## config.mk

```make
export PLATFORM = sky130hd
export DESIGN_NAME = mips_cpu_hilo_muldiv_ctrl
export DESIGN_NICKNAME = d
export VERILOG_FILES = /design/src/rtl/mips_cpu_pkg.sv /design/src/rtl/mips_cpu_muldiv_step.sv /design/src/rtl/mips_cpu_hilo_muldiv_ctrl.sv
export SDC_FILE = /design/constraint.sdc
export NUM_CORES = 1
export LEC_CHECK = 0
export CAP_MARGIN = 20
export CORE_MARGIN = 4
export CORE_UTILIZATION = 35
export CTS_CLUSTER_DIAMETER = 150
export DETAILED_ROUTE_END_ITERATION = 6
export HOLD_SLACK_MARGIN = 0.02
export PLACE_DENSITY_LB_ADDON = 0.12
export SLEW_MARGIN = 20
export SYNTH_ARGS = -nofsm -noshare
export SYNTH_HDL_FRONTEND = slang
export SYNTH_SLANG_ARGS = --single-unit
```

## constraint.sdc

```tcl
create_clock -name clk -period 9.2 [get_ports clk]
set_clock_uncertainty 0.15 [all_clocks]
set_input_delay 0.92 -clock clk [delete_from_list [all_inputs] [get_ports clk]]
set_output_delay 0.92 -clock clk [all_outputs]
set_load 0.01 [all_outputs]
```

## src/rtl/mips_cpu_pkg.sv

```systemverilog
// Shared types and constants for the CPU's HI/LO multiply/divide unit.
package mips_cpu_pkg;

  typedef enum logic [1:0] {OP_MULT, OP_MULTU, OP_DIV, OP_DIVU} hilo_op_t;

  typedef enum logic [1:0] {IDLE, ITER, FIXUP} state_t;

  localparam logic [31:0] DIVZERO_LO = 32'hFFFF_FFFF;

  function automatic logic is_signed_op(input hilo_op_t o);
    return (o == OP_MULT) || (o == OP_DIV);
  endfunction

  function automatic logic is_div_op(input hilo_op_t o);
    return (o == OP_DIV) || (o == OP_DIVU);
  endfunction

endpackage

```

## src/rtl/mips_cpu_muldiv_step.sv

```systemverilog
// One radix-2 iteration: MSB-first shift-add multiply or restoring divide.
// The accumulator holds {remainder, quotient} for divides.
module mips_cpu_muldiv_step
  import mips_cpu_pkg::*;
#(
  parameter int WIDTH = 32
) (
  input  logic [2*WIDTH-1:0] acc_in,
  input  logic [WIDTH-1:0]   operand,
  input  hilo_op_t           mode,
  input  logic               next_bit,
  output logic [2*WIDTH-1:0] acc_out
);

  logic [WIDTH:0]   rem_sh;
  logic [WIDTH-1:0] diff;

  always_comb begin
    rem_sh  = {acc_in[2*WIDTH-1:WIDTH], next_bit};
    // The true difference always fits in WIDTH bits whenever the subtract is taken.
    diff    = rem_sh[WIDTH-1:0] - operand;
    acc_out = {acc_in[2*WIDTH-2:0], 1'b0} + (next_bit ? {{WIDTH{1'b0}}, operand} : '0);
    if (is_div_op(mode)) begin
      if (rem_sh >= {1'b0, operand})
        acc_out = {diff, acc_in[WIDTH-2:0], 1'b1};
      else
        acc_out = {rem_sh[WIDTH-1:0], acc_in[WIDTH-2:0], 1'b0};
    end
  end

endmodule

```

## src/rtl/mips_cpu_hilo_muldiv_ctrl.sv

```systemverilog
// HI/LO owner and iterative MULT/MULTU/DIV/DIVU sequencer for the execute stage.
// Operates on magnitudes and applies sign correction in a final FIXUP cycle.
module mips_cpu_hilo_muldiv_ctrl
  import mips_cpu_pkg::hilo_op_t;
  import mips_cpu_pkg::state_t;
  import mips_cpu_pkg::IDLE;
  import mips_cpu_pkg::FIXUP;
  import mips_cpu_pkg::DIVZERO_LO;
  import mips_cpu_pkg::is_signed_op;
  import mips_cpu_pkg::is_div_op;
#(
  parameter int WIDTH = 32,
  parameter int ITER  = 32
) (
  input  logic             clk,
  input  logic             reset,
  input  logic             clk_enable,
  input  logic             start,
  input  logic [1:0]       op,
  input  logic [WIDTH-1:0] rs_val,
  input  logic [WIDTH-1:0] rt_val,
  input  logic             mthi,
  input  logic             mtlo,
  input  logic             hilo_read,
  output logic [WIDTH-1:0] hi,
  output logic [WIDTH-1:0] lo,
  output logic             busy,
  output logic             stall
);

  localparam int CW = $clog2(ITER);

  state_t             state;
  hilo_op_t           op_q;
  logic [CW-1:0]      counter;
  logic [2*WIDTH-1:0] acc;
  logic [2*WIDTH-1:0] acc_next;
  logic [WIDTH-1:0]   src_q;
  logic [WIDTH-1:0]   operand_q;
  logic [WIDTH-1:0]   rs_raw_q;
  logic               neg_q;
  logic               rem_neg_q;
  logic               div_zero_q;

  logic               signed_op;
  logic               rs_neg;
  logic               rt_neg;
  logic [WIDTH-1:0]   rs_mag;
  logic [WIDTH-1:0]   rt_mag;
  logic [2*WIDTH-1:0] prod_fix;
  logic [WIDTH-1:0]   quo_fix;
  logic [WIDTH-1:0]   rem_fix;

  assign busy  = (state != IDLE);
  assign stall = busy & (start | mthi | mtlo | hilo_read);

  always_comb begin
    signed_op = is_signed_op(hilo_op_t'(op));
    rs_neg    = signed_op & rs_val[WIDTH-1];
    rt_neg    = signed_op & rt_val[WIDTH-1];
    rs_mag    = rs_neg ? -rs_val : rs_val;
    rt_mag    = rt_neg ? -rt_val : rt_val;
    prod_fix  = neg_q ? -acc : acc;
    quo_fix   = neg_q ? -acc[WIDTH-1:0] : acc[WIDTH-1:0];
    rem_fix   = rem_neg_q ? -acc[2*WIDTH-1:WIDTH] : acc[2*WIDTH-1:WIDTH];
  end

  mips_cpu_muldiv_step #(.WIDTH(WIDTH)) u_step (
    .acc_in   (acc),
    .operand  (operand_q),
    .mode     (op_q),
    .next_bit (src_q[WIDTH-1]),
    .acc_out  (acc_next)
  );

  // The ITER state label is package-qualified because the ITER parameter shadows it here.
  always_ff @(posedge clk or negedge reset) begin
    if (!reset) begin
      state      <= IDLE;
      op_q       <= hilo_op_t'(2'b00);
      counter    <= '0;
      acc        <= '0;
      src_q      <= '0;
      operand_q  <= '0;
      rs_raw_q   <= '0;
      neg_q      <= 1'b0;
      rem_neg_q  <= 1'b0;
      div_zero_q <= 1'b0;
      hi         <= '0;
      lo         <= '0;
    end else if (clk_enable) begin
      case (state)
        IDLE: begin
          if (start) begin
            op_q       <= hilo_op_t'(op);
            src_q      <= rs_mag;
            operand_q  <= rt_mag;
            rs_raw_q   <= rs_val;
            neg_q      <= rs_neg ^ rt_neg;
            rem_neg_q  <= rs_neg;
            div_zero_q <= (rt_val == '0);
            acc        <= '0;
            counter    <= '0;
            state      <= mips_cpu_pkg::ITER;
          end else begin
            if (mthi) hi <= rs_val;
            if (mtlo) lo <= rs_val;
          end
        end
        mips_cpu_pkg::ITER: begin
          acc     <= acc_next;
          src_q   <= {src_q[WIDTH-2:0], 1'b0};
          counter <= counter + 1'b1;
          if (counter == CW'(ITER - 1)) state <= FIXUP;
        end
        FIXUP: begin
          if (is_div_op(op_q)) begin
            if (div_zero_q) begin
              lo <= DIVZERO_LO;
              hi <= rs_raw_q;
            end else begin
              lo <= quo_fix;
              hi <= rem_fix;
            end
          end else begin
            hi <= prod_fix[2*WIDTH-1:WIDTH];
            lo <= prod_fix[WIDTH-1:0];
          end
          state <= IDLE;
        end
        default: state <= IDLE;
      endcase
    end
  end

endmodule
```

Yosys cells after proc, flatten, opt, wreduce, memory -nomap -nowiden. Cells that the tools add are included.

Register bits after elaboration: 236. Latch bits: 0. RAM bits: 0. Bits in read-only memories: 0. Output and inout port bits: 66. Logic and storage cells: 79. Memories kept: 0.

Add/sub/neg operators: 8. $mul: 0. Divide/modulo/power cells: 0. $lt $le $gt $ge: 1. Equality and inequality tests: 11. Shifts and indexed selects: 0. Mux-type cells: 27. Bitwise logic cells: 7. Reductions and logical operators: 13.

Operators with widths (count): 32-bit two-way mux (14); 64-bit two-way mux (4); 32-bit one-hot mux with 2 select lines (3); 32-bit negator (4); 64-bit one-hot mux with 2 select lines (1); 64-bit adder (1); 64-bit negator (1); 33-bit by 32-bit greater-or-equal comparator with 1-bit output (1); 32-bit logical NOT (1); 32-bit subtractor (1); 2-bit != test, second input constant (5); 5-bit one-hot mux with 2 select lines (1); 3-bit AND reduction (3); 2-bit == test, second input constant (4); 4-bit AND reduction (2); 2-bit nonzero test (3); 5-bit by 1-bit adder with 5-bit output, second input constant (1); 5-bit == test, second input constant (1); 5-bit two-way mux (1); 2-bit logical NOT (2); 2-bit two-way mux (2); 2-bit one-hot mux with 2 select lines (1); 1-bit bitwise AND (3); 1-bit OR (3); 3 further kinds (4).

Longest topological paths before layout.
Depth after elaboration: 6. Gate-level depth with buffers: 15. Depth with buffers taken out: 13.

Modules after synthesis. From an unflattened synthesis, not the netlist that was laid out.

Cells, all modules: 2411. Area, all modules: 19022.0 µm².

Modules (own cells, without submodules): mips_cpu_hilo_muldiv_ctrl (times used 1, cells an instance 1622, area each 13977.2 µm²); mips_cpu_muldiv_step (times used 1, cells an instance 789, area each 5044.8 µm²).

Worst setup path after synthesis. Ideal clock, no wire load.

Kind: register to register. Start: reg src_q[31]. End: reg acc[55]. Library setup time: 125 ps. Arrival: 3436 ps. Slack: 5489 ps. Cell stages (with the launch flop): 14. Buffers on the path: 0. Period minus slack after synthesis: 3711 ps. Cells stage by stage: dfrtp_1 inv_1 nor2_1 ha_1 fa_1 a211o_1 a2111oi_1 or4_1 nand2_1 o311a_1 nor2_1 nor3_1 xnor2_1 a2111oi_0.

Longest elaborated chain between the ends: 4. Elaborated cells on any way between the ends: 7.

RTL lines: start, declared (line mips_cpu_hilo_muldiv_ctrl.sv:38) `logic [WIDTH-1:0] src_q;`; start signal, assigned (line mips_cpu_hilo_muldiv_ctrl.sv:96) `src_q <= rs_mag;`; start signal, assigned (line mips_cpu_hilo_muldiv_ctrl.sv:112) `src_q <= {src_q[WIDTH-2:0], 1'b0};`; 32-bit two-way mux, or another cell as far along (line mips_cpu_muldiv_step.sv:22) `acc_out = {acc_in[2*WIDTH-2:0], 1'b0} + (next_bit ? {{WIDTH{1'b0}}, operand} : '0);`; 64-bit adder / 64-bit two-way mux (equally long branches) (line mips_cpu_muldiv_step.sv:22, mips_cpu_muldiv_step.sv:24); 64-bit two-way mux * (line mips_cpu_muldiv_step.sv:23) `if (is_div_op(mode)) begin`; 64-bit one-hot mux with 2 select lines * (line mips_cpu_hilo_muldiv_ctrl.sv:92) `case (state)`; end signal, assigned (line mips_cpu_hilo_muldiv_ctrl.sv:111) `acc <= acc_next;`; end, declared (line mips_cpu_hilo_muldiv_ctrl.sv:36) `logic [2*WIDTH-1:0] acc;`.

Mark *: on every way between the ends. The rest lies on a longest branch, timed or not. A chain may end at the register's enable or synchronous reset.

Worst setup path in the final report. Same ends and word-level chain as after synthesis.

==> results.md <==
* Crit-path cells: inv_1 > nor2_1 > ha_1 > fa_1 > a211o_1 > a2111oi_1 > or4_1 > nand2_1 > o311a_1 > nor2_1 > nor3_1 > xnor2_1 > a2111oi_0
* Critical-path top delay cell: inv_1
* Synth Area per Inst at between 7 and 8 um2
* Root buf cell: clkbuf_16
* Ys flop type: dfrtp_1
* Post-Place Setup Slack at 4020 ps
* Die Footprint at 55700 um2
* Placed cell count at 3052
* TritonCTS clock tree: built
* Cts repair resizes at 0
* Placer Congestion at 0.928
* Initial drt markers at 1640
* Fin crit share at 0.562
* Core Util, Final at 0.410
* Highest metal used: met4
* First-pass GRT wire length at approximately 110000 um
* Worst-skew pair later-pin latency at 570 ps
* Setup bufs post-CTS at 0
* Max incr delay on CP at roughly 770 ps
* Crit Path Class: reg -> reg
* Post-DP HPWL at 51000 um
* DIE WIDTH at 236 um
* Crit path max-delay family: compound AO/OA/AOI/OAI gates
* Post-DRT Antenna Nets at 0
* Worst Max-Slew Pin Slew at about 1000 ps
* CP max FO at 32
* Clk buf depth at 3
* Mapped Nets at 2518
* Pleak at 8.56 nW
* Fillcell total at 5334
* Initial antenna violation count at 0
* Final WL at 69400 um
* Crit path time final at 5170 ps
* Largest net degree at the start of global routing at 97
* PortBufs at 138
* Initial Utilization at 0.354
* Met2 routed WL at around 30000 um
* M1 WL at 32900 um
* Clk sinks at 235
* Via/cell ratio at 5.76
* Number of synthesized flops with an enable pin at 0
* Grt total ovfl at 0
* Via count at 17900
* Top cell type's share of synthesized area at 0.323
* Setup violators final at 0
* CP Capture Type: flop
* Final #Nets at ~2500
* Die height at around 240 um
* Power density over cell area at 266 nW/um2
* Top cells by area, synth: dfrtp_1, nand2_1, o21ai_0, xnor2_1, ha_1
* WP buf/inv at 1
* Class of the worst hold path: in -> async
* Max-cap violation count at 0
* Slew Viols, Final at 0
* CORE AREA at 51400 um2
* Register area share after synthesis at 0.323
* Post-Syn Instances at 2372
* Crit path top cell by count: nor2_1
* Unrepaired setup endpoints after global routing: false
* Final Hold Viols at 0
* DR WL met3 at 4290 um
* Critical Path RT at ~9500 ps
* Hold-fix buffers at CTS at 0
* Critical path arrival at roughly 5400 ps
* Power share of the clock group at 0.220
* Synth Cell Area at 18200 um2
* Diodes inserted at 0
* CP Launch Type: flop
* Ports at 139
* Num CTS Buffers at 29
* Total global-route track usage at 0.240
* Area Growth Syn to Fin at 15.8%
* First-pass DRT Iterations at 6
* Switching part of the total at 0.452
* Psw at 2.54 mW
* Fraction of layout cells with a size suffix above 1 at 0.0503
* Internal power at 3.07 mW
* Max VDD drop at ~0.15 mV
* Outcome: finished, final reports clean
* # rows at 83
* Area leader, netlist: dfrtp_1
* Comb pwr share at 0.466
* Synth warn at 0
* Register bit total from synthesis at 235
* Post-synthesis cell type count at 79
* Worst R2R Setup Slack at 4030 ps
* Power Total at 5.61 mW
* Post-Layout Cell Count at approximately 3100
* Sequential power share at 0.314
* Worst Slack Setup Final at 4030 ps
* Vias in the first global route at 16900
* Htree depth at 1
* Max Fclk at 193 MHz
* Worst rel slew slack at 0.301
* Drc violations at 0
* Clock transition at the registers of the reported paths at 60 ps
* Setup TNS at 0 ps
* Avg WL per Cell at 22.3 um
* FFs w/ async S/R, synth at 1.00
[synthesized netlist by cell type (24+ instances only)]
library cell	count
nand2_1	397
o21ai_0	273
dfrtp_1	235
a21oi_1	173
nor2_1	164
clkbuf_1	148
xnor2_1	111
xor2_1	79
nand3_1	72
ha_1	71
inv_1	69
o22ai_1	46
nor3_1	37
o31ai_1	35
a22oi_1	25
a21o_1	24
and3_1	24
[power groups by stage]
stage | clock (mW) | sequential (mW) | combinational [mW]
6_report | 1.23 | 1.76 | 2.61
3_5_place_dp | 0 | 1.76 | 2.57
4_1_cts | 1.26 | 1.74 | 2.59
5_1_grt | 1.30 | 1.80 | 2.89
3_3_place_gp | 0 | 1.76 | 2.56
2_1_floorplan | 0 | 1.45 | 2.04
[metrics by stage]
stage | hold slack [ps] | cell area (um2)
after detailed placement | 308 | 20100
after global routing | 260 | 21100
after floorplan | 290 | 18200
after global placement | 305 | 20100
after CTS | 257 | 21100
final | 204 | 21100
[per-layer routing]
metal / track usage / vias up
met2: 0.364 / 659
met5: 0 / -
met1: 0.356 / 8588
li1: - / 8537
met3: 0.0275 / 89
met4: 0.0767 / 0
[layout make-up]
type,count,area (um2),area share
Inverter,69,259,0.0123
Sequential cell,235,5880,0.279
Tap cell,680,851,0.0404
Timing Repair Buffer,167,1600,0.0761
Multi-Input combinational cell,1901,11500,0.544
Clock buffer,41,851,0.0404
Clock inverter,11,164,0.00778
[layout by cell type (no fill, tap or decap), drive strengths merged, types with 22 or more instances in the layout]
cell,netlist,routed
xnor2,111,111
nor4,25,25
clkbuf,148,41
xor2,79,79
ha,71,71
buf,19,30
or4,24,24
nand2,397,397
and3,24,24
a21o,24,24
nand3,72,72
nor3,37,37
clkdlybuf4s50,0,137
a21oi,173,173
a22oi,25,25
o211ai,23,23
o22ai,46,46
dfrtp,235,235
o21ai,279,279
mux2i,22,22
o31ai,35,35
nor2,164,164
inv,69,68
[path summary, 6_finish.rpt]
check / startpoint / cells after the start / to
worst min-delay path: reset / 1 / lo[13]
worst max-delay path: src_q[31] / 13 / acc[55]
max in group asynchronous: reset / 2 / rs_raw_q[20]
min in group clk: rs_raw_q[17] / 2 / rs_raw_q[17]
worst max register to register: src_q[31] / 13 / acc[55]
worst min register to register: rs_raw_q[17] / 2 / rs_raw_q[17]
[logic make-up (layout without fill, tap and decap cells)]
group | after synthesis | in the layout | synth area share
AO/OA/AOI/OAI | 751 | 751 | 0.252
multiplexers | 28 | 28 | 0.0158
AND/OR/NAND/NOR | 859 | 859 | 0.216
flip-flops | 235 | 235 | 0.323
XOR/XNOR | 190 | 190 | 0.0915
buffers and inverters | 236 | 288 | 0.0505
adder cells (fa/ha/maj) | 73 | 73 | 0.0510
[registers in the layout, indices dropped and copies added (netlist names)]
name	cells
rem_neg_q	1
state	2
acc	64
op_q	1
src_q	32
hi	32
div_zero_q	1
rs_raw_q	32
counter	5
lo	32
neg_q	1
operand_q	32
No activity file was read; power rests on OpenSTA's default activity.
